--- config.mk ---
export PLATFORM = sky130hd
export DESIGN_NAME = cim_inst_queue
export DESIGN_NICKNAME = d
export VERILOG_FILES = /design/src/rtl/cim_inst_queue_pkg.sv /design/src/rtl/cim_inst_fifo.sv /design/src/rtl/cim_inst_queue.sv
export SDC_FILE = /design/constraint.sdc
export NUM_CORES = 1
export LEC_CHECK = 0
export CELL_PAD_IN_SITES_DETAIL_PLACEMENT = 2
export CELL_PAD_IN_SITES_GLOBAL_PLACEMENT = 2
export CORE_MARGIN = 2
export CORE_UTILIZATION = 45
export DETAILED_ROUTE_END_ITERATION = 6
export PLACE_DENSITY = 0.78
export REMOVE_ABC_BUFFERS = 1
export SETUP_SLACK_MARGIN = 0.2
export SYNTH_ARGS = -nofsm -noshare
export SYNTH_HDL_FRONTEND = slang
export SYNTH_SLANG_ARGS = --single-unit
--- constraint.sdc ---
create_clock -name clk -period 3.86 [get_ports clk]
set_clock_uncertainty 0.1 [all_clocks]
set_input_delay 1.158 -clock clk [delete_from_list [all_inputs] [get_ports clk]]
set_output_delay 1.158 -clock clk [all_outputs]
set_load 0.005 [all_outputs]
--- src/rtl/cim_inst_queue_pkg.sv ---
// Shared types and field-position helpers for the CIM instruction queue.
// Word layout is {op, s1, s2, d1} with d1 in the least significant bits.
package cim_inst_queue_pkg;

  localparam int OP_WIDTH_DEF   = 5;
  localparam int ADDR_WIDTH_DEF = 9;
  localparam int NOP_OP         = 0;

  typedef enum logic [1:0] {
    FLD_D1 = 2'd0,
    FLD_S2 = 2'd1,
    FLD_S1 = 2'd2,
    FLD_OP = 2'd3
  } field_e;

  typedef struct packed {
    logic [OP_WIDTH_DEF-1:0]   op;
    logic [ADDR_WIDTH_DEF-1:0] s1;
    logic [ADDR_WIDTH_DEF-1:0] s2;
    logic [ADDR_WIDTH_DEF-1:0] d1;
  } cim_fields_t;

  // LSB position of a field; each address field occupies addr_w bits above the previous one.
  function automatic int field_lsb(input field_e f, input int addr_w);
    int pos;
    pos = 0;
    case (f)
      FLD_OP:  pos = 3 * addr_w;
      FLD_S1:  pos = 2 * addr_w;
      FLD_S2:  pos = addr_w;
      default: pos = 0;
    endcase
    return pos;
  endfunction

  function automatic int inst_width(input int op_w, input int addr_w);
    return op_w + 3 * addr_w;
  endfunction

endpackage

--- src/rtl/cim_inst_fifo.sv ---
// First-word-fall-through FIFO: the head entry is always visible on head_o.
// Storage is cleared by reset so the head reads as zero until first written.
module cim_inst_fifo #(
  parameter  int WIDTH = 32,
  parameter  int DEPTH = 8,
  localparam int PTR_W = $clog2(DEPTH),
  localparam int CNT_W = $clog2(DEPTH + 1)
) (
  input  logic             clk,
  input  logic             rst_n,
  input  logic             flush_i,
  input  logic             push_i,
  input  logic             pop_i,
  input  logic [WIDTH-1:0] wdata_i,
  output logic [WIDTH-1:0] head_o,
  output logic [CNT_W-1:0] count_o,
  output logic             full_o,
  output logic             empty_o
);

  logic [WIDTH-1:0] mem_q [DEPTH];
  logic [PTR_W-1:0] wr_ptr_q, wr_ptr_d;
  logic [PTR_W-1:0] rd_ptr_q, rd_ptr_d;
  logic [CNT_W-1:0] count_q, count_d;
  logic             do_push, do_pop;

  assign full_o  = (count_q == CNT_W'(DEPTH));
  assign empty_o = (count_q == '0);
  assign do_push = push_i & ~full_o;
  assign do_pop  = pop_i & ~empty_o;
  assign head_o  = mem_q[rd_ptr_q];
  assign count_o = count_q;

  always_comb begin
    wr_ptr_d = wr_ptr_q;
    rd_ptr_d = rd_ptr_q;
    count_d  = count_q;
    if (flush_i) begin
      wr_ptr_d = '0;
      rd_ptr_d = '0;
      count_d  = '0;
    end else begin
      if (do_push) wr_ptr_d = wr_ptr_q + PTR_W'(1);
      if (do_pop)  rd_ptr_d = rd_ptr_q + PTR_W'(1);
      if (do_push && !do_pop)      count_d = count_q + CNT_W'(1);
      else if (do_pop && !do_push) count_d = count_q - CNT_W'(1);
    end
  end

  always_ff @(posedge clk or negedge rst_n) begin
    if (!rst_n) begin
      wr_ptr_q <= '0;
      rd_ptr_q <= '0;
      count_q  <= '0;
    end else begin
      wr_ptr_q <= wr_ptr_d;
      rd_ptr_q <= rd_ptr_d;
      count_q  <= count_d;
    end
  end

  always_ff @(posedge clk or negedge rst_n) begin
    if (!rst_n) begin
      for (int i = 0; i < DEPTH; i++) mem_q[i] <= '0;
    end else if (do_push && !flush_i) begin
      mem_q[wr_ptr_q] <= wdata_i;
    end
  end

endmodule

--- src/rtl/cim_inst_queue.sv ---
// Instruction queue + decoder: drops NOPs and out-of-range words, buffers the rest.
// Define CIM_INST_QUEUE_BYPASS_EN to let a word pass straight through an empty queue.
module cim_inst_queue
  import cim_inst_queue_pkg::*;
#(
  parameter  int OP_WIDTH   = 5,
  parameter  int ADDR_WIDTH = 9,
  parameter  int CIM_DEPTH  = 512,
  parameter  int DEPTH      = 8,
  parameter  int NOP_OPCODE = NOP_OP,
  localparam int INST_WIDTH = inst_width(OP_WIDTH, ADDR_WIDTH),
  localparam int CNT_WIDTH  = $clog2(DEPTH + 1)
) (
  input  logic                  clk,
  input  logic                  rst_n,
  input  logic                  flush,
  input  logic                  in_valid,
  output logic                  in_ready,
  input  logic [INST_WIDTH-1:0] in_inst,
  output logic                  out_valid,
  input  logic                  out_ready,
  output logic [OP_WIDTH-1:0]   out_op,
  output logic [ADDR_WIDTH-1:0] out_s1,
  output logic [ADDR_WIDTH-1:0] out_s2,
  output logic [ADDR_WIDTH-1:0] out_d1,
  output logic [CNT_WIDTH-1:0]  count,
  output logic                  err_addr,
  output logic [7:0]            err_cnt,
  input  logic                  err_clr
);

  localparam int OP_LSB = field_lsb(FLD_OP, ADDR_WIDTH);
  localparam int S1_LSB = field_lsb(FLD_S1, ADDR_WIDTH);
  localparam int S2_LSB = field_lsb(FLD_S2, ADDR_WIDTH);
  localparam int D1_LSB = field_lsb(FLD_D1, ADDR_WIDTH);
  localparam logic [ADDR_WIDTH:0] ADDR_LIM = (ADDR_WIDTH + 1)'(CIM_DEPTH);

  logic [OP_WIDTH-1:0]   in_op;
  logic [ADDR_WIDTH-1:0] in_s1, in_s2, in_d1;
  logic                  push, addr_bad, is_nop, store_ok, bypass;
  logic                  fifo_push, fifo_pop, fifo_full, fifo_empty;
  logic [INST_WIDTH-1:0] fifo_head, head_word;
  logic                  init_q;
  logic                  err_addr_q;
  logic [7:0]            err_cnt_q;

  assign in_op = in_inst[OP_LSB +: OP_WIDTH];
  assign in_s1 = in_inst[S1_LSB +: ADDR_WIDTH];
  assign in_s2 = in_inst[S2_LSB +: ADDR_WIDTH];
  assign in_d1 = in_inst[D1_LSB +: ADDR_WIDTH];

  assign in_ready = init_q & ~fifo_full;
  assign push     = in_valid & in_ready;
  assign addr_bad = ({1'b0, in_s1} >= ADDR_LIM) | ({1'b0, in_s2} >= ADDR_LIM)
                  | ({1'b0, in_d1} >= ADDR_LIM);
  assign is_nop   = (in_op == OP_WIDTH'(NOP_OPCODE));
  assign store_ok = push & ~addr_bad & ~is_nop;

`ifdef CIM_INST_QUEUE_BYPASS_EN
  assign bypass = store_ok & fifo_empty & out_ready & ~flush;
`else
  assign bypass = 1'b0;
`endif

  assign fifo_push = store_ok & ~bypass;
  assign fifo_pop  = ~fifo_empty & out_ready;
  assign out_valid = ~fifo_empty | bypass;
  assign head_word = bypass ? in_inst : fifo_head;

  assign out_op = head_word[OP_LSB +: OP_WIDTH];
  assign out_s1 = head_word[S1_LSB +: ADDR_WIDTH];
  assign out_s2 = head_word[S2_LSB +: ADDR_WIDTH];
  assign out_d1 = head_word[D1_LSB +: ADDR_WIDTH];

  cim_inst_fifo #(
    .WIDTH (INST_WIDTH),
    .DEPTH (DEPTH)
  ) u_fifo (
    .clk     (clk),
    .rst_n   (rst_n),
    .flush_i (flush),
    .push_i  (fifo_push),
    .pop_i   (fifo_pop),
    .wdata_i (in_inst),
    .head_o  (fifo_head),
    .count_o (count),
    .full_o  (fifo_full),
    .empty_o (fifo_empty)
  );

  // A push landing in a flush cycle is discarded entirely, so it is not counted as an error.
  always_ff @(posedge clk or negedge rst_n) begin
    if (!rst_n) begin
      init_q     <= 1'b0;
      err_addr_q <= 1'b0;
      err_cnt_q  <= '0;
    end else begin
      init_q <= 1'b1;
      if (err_clr) begin
        err_addr_q <= 1'b0;
        err_cnt_q  <= '0;
      end else if (push && addr_bad && !flush) begin
        err_addr_q <= 1'b1;
        if (err_cnt_q != 8'hFF) err_cnt_q <= err_cnt_q + 8'd1;
      end
    end
  end

  assign err_addr = err_addr_q;
  assign err_cnt  = err_cnt_q;

endmodule

-- After elaboration in Yosys (flattened, before gate mapping)
Index checks and enable logic that the tools add are counted.
W data, S select, Z words.
- register bits after elaboration: 267
- input port bits: 38
- output and inout bits: 47
- logic and storage cells: 56
- $add $sub $neg: 4
- order comparisons: 3
- eq/ne operators: 1
- muxes and demuxes: 13
- bitwise logic cells: 11
- reduce and logical (&&, ||, !) cells: 12
- operators with widths (operator ; count):
    $bwmux W256 ; 1
    $bmux W32 S3 ; 1
    $demux W32 S3 ; 1
    $mux W32 ; 3
    $mux W3 ; 4
    $mux W4 ; 3
    $ge A4 B4 Y1 const B ; 2
    $not A3 Y4 ; 2
    $add A3 B1 Y3 const B ; 2
    $and A1 B1 Y1 ; 6
    $logic_not A5 Y1 ; 1
    $add A4 B1 Y4 const B ; 1
    $eq A4 B4 Y1 const B ; 1
    $logic_and A1 B1 Y1 ; 4
    $logic_not A4 Y1 ; 1
    $lt A4 B1 Y1 const B ; 1
    $reduce_bool A2 Y1 ; 2
    $sub A4 B1 Y4 const B ; 1
    $logic_not A1 Y1 ; 3
    $not A1 Y1 ; 3
    $reduce_bool A3 Y1 ; 1

-- Longest topological paths before layout
- word-level depth: 11
- mapped depth: 10
- depth with buffers taken out: 10

-- Cells and area by module
Synthesis repeated with hierarchy kept, for this count alone.
- cell total of the unflattened synthesis: 753
- area, all modules: 12768.5 sq um
- modules (own cells, without submodules) (module ; times used ; cells each ; area an instance (sq um) ; seq. area each (sq um)):
    cim_inst_fifo ; 1 ; 736 ; 12634.6 ; 6656.4
    cim_inst_queue ; 1 ; 17 ; 133.9 ; 25.0

-- Least setup slack after synthesis
No wires, ideal clock.
- path kind: input-to-reg
- from: input in_inst[27]
- to: register u_fifo.count_q[3], in the netlist u_fifo.count_o[3]
- library setup time: 0.128 ns
- data arrival time: 3.167 ns
- data required time: 3.632 ns
- path slack: 0.465 ns
- stages: 9
- path buffers: 0
- cells stage by stage: or4_4 o21a_1 nand3_1 ha_1 a21o_1 a21oi_1 nor4_1 a31oi_1 mux2_1
- longest elaborated chain between the ends: 7
- elaborated cells between the ends (all ways): 10
- classes of those cells: mux (2); bitwise (3); reduce/logical (5)
- RTL lines (what ; line ; RTL):
    start: declaration ; cim_inst_queue.sv:19 ; input logic [INST_WIDTH-1:0] in_inst,
    $logic_not A5 Y1 * ; cim_inst_queue.sv:56 ; assign is_nop = (in_op == OP_WIDTH'(NOP_OPCODE));
    $not A1 Y1 * ; cim_inst_queue.sv:57 ; assign store_ok = push & ~addr_bad & ~is_nop;
    $and A1 B1 Y1 * ; cim_inst_queue.sv:57 ;
    $and A1 B1 Y1 * ; cim_inst_fifo.sv:29 ; assign do_push = push_i & ~full_o;
    $logic_and A1 B1 Y1 / $logic_not A1 Y1 (equally long branches) ; cim_inst_fifo.sv:45, cim_inst_fifo.sv:46 ;
    $mux W4 / $logic_and A1 B1 Y1 (equally long branches) ; cim_inst_fifo.sv:45, cim_inst_fifo.sv:46 ;
    $mux W4 / $reduce_bool A3 Y1 (equally long branches) ; n/a ;
    end signal: assignment ; cim_inst_fifo.sv:58 ; count_q <= count_d;
    end: declaration ; cim_inst_fifo.sv:24 ; logic [CNT_W-1:0] count_q, count_d;
Every way passes the cells marked *; elsewhere a longest branch is shown, timed or not.
A chain may end at the register's enable or synchronous reset.

-- Worst setup path after layout
- from: register u_fifo.rd_ptr_q[0]
- to: output out_s1[2]
- longest elaborated chain between the ends: 4
- RTL lines (what ; line ; RTL):
    start: declaration ; cim_inst_fifo.sv:23 ; logic [PTR_W-1:0] rd_ptr_q, rd_ptr_d;
    start signal: assignment ; cim_inst_fifo.sv:57 ; rd_ptr_q <= rd_ptr_d;
    $not A3 Y4 (not written as such) ; cim_inst_fifo.sv:31 ; assign head_o = mem_q[rd_ptr_q];
    $bmux W32 S3 ; cim_inst_fifo.sv:31 ;
    $mux W32 (not written as such) (2 in a row) ; cim_inst_fifo.sv:31 ;
    end: declaration ; cim_inst_queue.sv:23 ; output logic [ADDR_WIDTH-1:0] out_s1,
Every way passes these cells. The select of a mux whose other input is x is not followed.

==> reports/metrics.csv <==
stage,metric,value,unit
routing,DR DRC count,0,
sta,crit path time final,3.72,ns
power,Net Sw Frac,0.284,
critical_path,"CP delay by family, top",multiplexers,
routing,DR vias,7314,
final_layout,Reg area,6690,µm²
yosys,top post-synthesis cells by count,"dfrtp_1 (267), mux2_1 (137), mux2_4 (120)",
grt,initial antenna violation count,2,
critical_path,WP data arrival,2.46,ns
yosys,"area leader, netlist",dfrtp_1,
sta,Final Max Tran Viols,0,
final_layout,Area Overhead vs Synth,22.6,%
power,Clk network pwr share,0.303,
sta,relative slew slack,0.523,
clocking,clock tree buffer depth,3,
grt,vias in the first global route,8597,
grt,met1 Use GR,0.338,
min_path,worst hold path class,register to register,
yosys,Post-synth EDFFs,0,
routing,Wirelength per Cell,30.3,µm
clocking,CTS tree,built,
yosys,"Cell Area, Synth",12700,µm²
sta,Tcrit/Tclk final,0.963,
yosys,Unique masters post-synth,38,
yosys,yosys warns,0,
critical_path,flop2flop setup slack,0.98,ns
yosys,async set-or-reset flop fraction in the synthesized netlist,1.00,
power,Power per Cell Area,600,nW/µm²
power,leakage power,7.28,nW
critical_path,max incr delay on CP,0.51,ns
die,die span in y,172,µm
yosys,Synth top area share,0.527,
grt,Total GRT Usage,0.271,
placement,Port Buffers,74,
run_status,outcome,"finished, final reports clean",
die,Row Count,61,
power,"IR drop worst, VDD",390,µV
final_layout,Final nets,908,
final_layout,fill count,2366,
power,P_sw,2.65,mW
yosys,Post-synth top flop,dfrtp_1,
die,total core area,27800,µm²
die,initial core utilization,0.456,
placement,Post-DP HPWL,19400,µm
clocking,hold buffer count at CTS,0,
sta,Fmax,269,MHz
sta,final hold violations,0,
die,num ports,85,
sta,WHS,0.384,ns
placement,gpl congestion,0.761,
routing,vias per inst,5.78,
clocking,Clock transition at path regs,0.06,ns
critical_path,worst-path cell chain,"buf_12, buf_6, buf_12, buf_16, mux4_2, mux2_4, buf_6",
critical_path,Critical Path RT,2.60,ns
sta,RSZ-0062 raised after global routing,true,
routing,ANT nets after route,0,
clocking,Clock Sinks,267,
clocking,CTS buffer count,31,
grt,largest net degree at the start of global routing,85,
critical_path,crit-path max FO,5,
grt,met2 usage,0.490,
power,combinational share of power,0.313,
grt,first-pass GRT wire length,58300,µm
yosys,Cells after Synth,747,
clocking,later-pin clock latency in the skew report,0.55,ns
run,Maximum Capacitance Violations,0,
yosys,synth top area cells,"dfrtp_1 (53%), mux2_4 (14%), mux2_1 (12%)",
sta,final setup violation count,0,
routing,WL final,38400,µm
clocking,H-tree depth,1,
critical_path,Startpoint Class,register,
yosys,"FF+latch count, synth",267,
critical_path,type of the worst setup path,register to output pin,
grt,Top Usage Layer GRT,met2,
routing,DRT Pass-1 Iters,5,
yosys,register area share after synthesis,0.527,
grt,grt met3 use,0.0382,
die,Die Width,172,µm
critical_path,CP endpoint kind,output pin,
die,die area,29500,µm²
final_layout,layout cell share with drive strength beyond 1,0.415,
yosys,cell with the most instances after synthesis,dfrtp_1,
power,Sequential Power Share,0.384,
grt,grt ovf,0,
critical_path,crit path max-delay cell type,dfrtp_4,
routing,1st-iter DRT viols,376,
final_layout,multi-input logic area,5720,µm²
critical_path,Buf/Inv on CP,5,
yosys,Synth Area per Inst,17.0,µm²
sta,Least-Margin Pin Slew,0.716,ns
power,Tot Pwr,9.33,mW
power,Int Pwr,6.68,mW
clocking,root buffer cell,clkbuf_16,
==> worst paths after layout <==
check	startpoint	end	cells past startpoint
max reg2reg	u_fifo.count_o[0]$_DFFE_PN0P_	u_fifo.count_o[3]$_DFFE_PN0P_	9
min	u_fifo.mem_q[144]$_DFFE_PN0P_	u_fifo.mem_q[144]$_DFFE_PN0P_	1
min reg2reg	u_fifo.mem_q[144]$_DFFE_PN0P_	u_fifo.mem_q[144]$_DFFE_PN0P_	1
min in group asynchronous	rst_n	u_fifo.mem_q[70]$_DFFE_PN0P_	1
max	u_fifo.rd_ptr_q[0]$_DFFE_PN0P_	out_s1[2]	7
max in group asynchronous	rst_n	u_fifo.rd_ptr_q[0]$_DFFE_PN0P_	2
==> per-stage QoR <==
| step | instances | utilization | area (µm²) | TNS [ns] | worst slack, ns |
|---|---|---|---|---|---|
| floorplan | 697 | - | 12300 | -29.62 | -0.926 |
| global placement | 1184 | 0.507 | 14100 | -0.190 | -0.190 |
| detailed placement | 1184 | 0.507 | 14100 | -0.224 | -0.224 |
| CTS | 1260 | 0.554 | 15400 | 0 | 0.0888 |
| global route | 1265 | 0.560 | 15500 | 0 | 0.0957 |
| finish | 1266 | 0.560 | 15500 | 0 | 0.141 |
==> area by class of cell <==
| type | count | share of cell area |
|---|---|---|
| Sequential cell | 267 | 0.430 |
| Inverter | 6 | 0.00145 |
| Tap cell | 378 | 0.0304 |
| Antenna cell | 1 | 0.000161 |
| Multi-Input combinational cell | 424 | 0.368 |
| Timing Repair Buffer | 135 | 0.108 |
| Clock inverter | 11 | 0.00579 |
| Clock buffer | 44 | 0.0563 |
==> sequential cells by signal, summed over array words and instances (netlist names) <==
| name | cells |
|---|---|
| u_fifo.mem_q | 256 |
| u_fifo.rd_ptr_q | 3 |
| init_q | 1 |
| u_fifo.count_o | 4 |
| u_fifo.wr_ptr_q | 3 |
==> cells in the final DEF, fill, tap and decap left out, types with 3 or more instances in the layout <==
cell             synthesis  routed
a21oi_1                  5       5
and3_2                   0       4
buf_12                   0      27
buf_16                   0       6
buf_2                   17       6
buf_4                    9      21
buf_6                   16      18
clkbuf_1                13       8
clkbuf_16                0      32
clkbuf_2                 0       5
clkbuf_8                 0       5
clkdlybuf4s15_1          0       4
clkdlybuf4s50_1          0      41
clkinv_2                 0       7
conb_1                   2      10
dfrtp_1                267     264
dlymetal6s2s_1           0       3
ha_1                     4       4
inv_1                    3       3
mux2_1                 137     137
mux2_2                  32      10
mux2_4                 120     142
mux4_2                  64      64
nand2_1                  7       7
nor2_1                   7       7
nor3_1                   3       3
nor3_4                   0       4
nor3b_1                  3       3
o21ai_1                  3       3
xnor2_1                  4       4
==> what timing repair did <==
action | CTS | global route
buffers inserted | 16 | 4
pin swaps | 0 | 0
setup endpoints to repair | 32 | 26
cloned | 5 | 1
gates resized for setup | 123 | 37
==> cell families after synthesis <==
family                   after synthesis  synth area share
buffers and inverters                 64            0.0328
XOR/XNOR                               5           0.00345
adder cells (fa/ha/maj)                5           0.00553
flip-flops                           267             0.527
AO/OA/AOI/OAI                         13           0.00681
other                                  2          0.000592
multiplexers                         353             0.406
AND/OR/NAND/NOR                       38            0.0180
==> layer usage <==
layer | vias to the layer above | share of wire | wire length [µm]
met1 | 4046 | 0.41 | 15600
li1 | 2997 | - | -
met5 | - | 0.00034 | 13
met4 | 2 | 0.029 | 1100
met2 | 190 | 0.53 | 20300
met3 | 79 | 0.034 | 1310
==> power groups by stage <==
stage	combinational [mW]	sequential [mW]	clock (mW)
3_3_place_gp	2.39	3.51	0
2_1_floorplan	1.34	3.56	0
5_1_grt	3.10	3.61	3.00
3_5_place_dp	2.48	3.58	0
4_1_cts	2.75	3.54	2.86
6_report	2.92	3.58	2.83
Note: power is estimated with default switching activity, not from simulation.
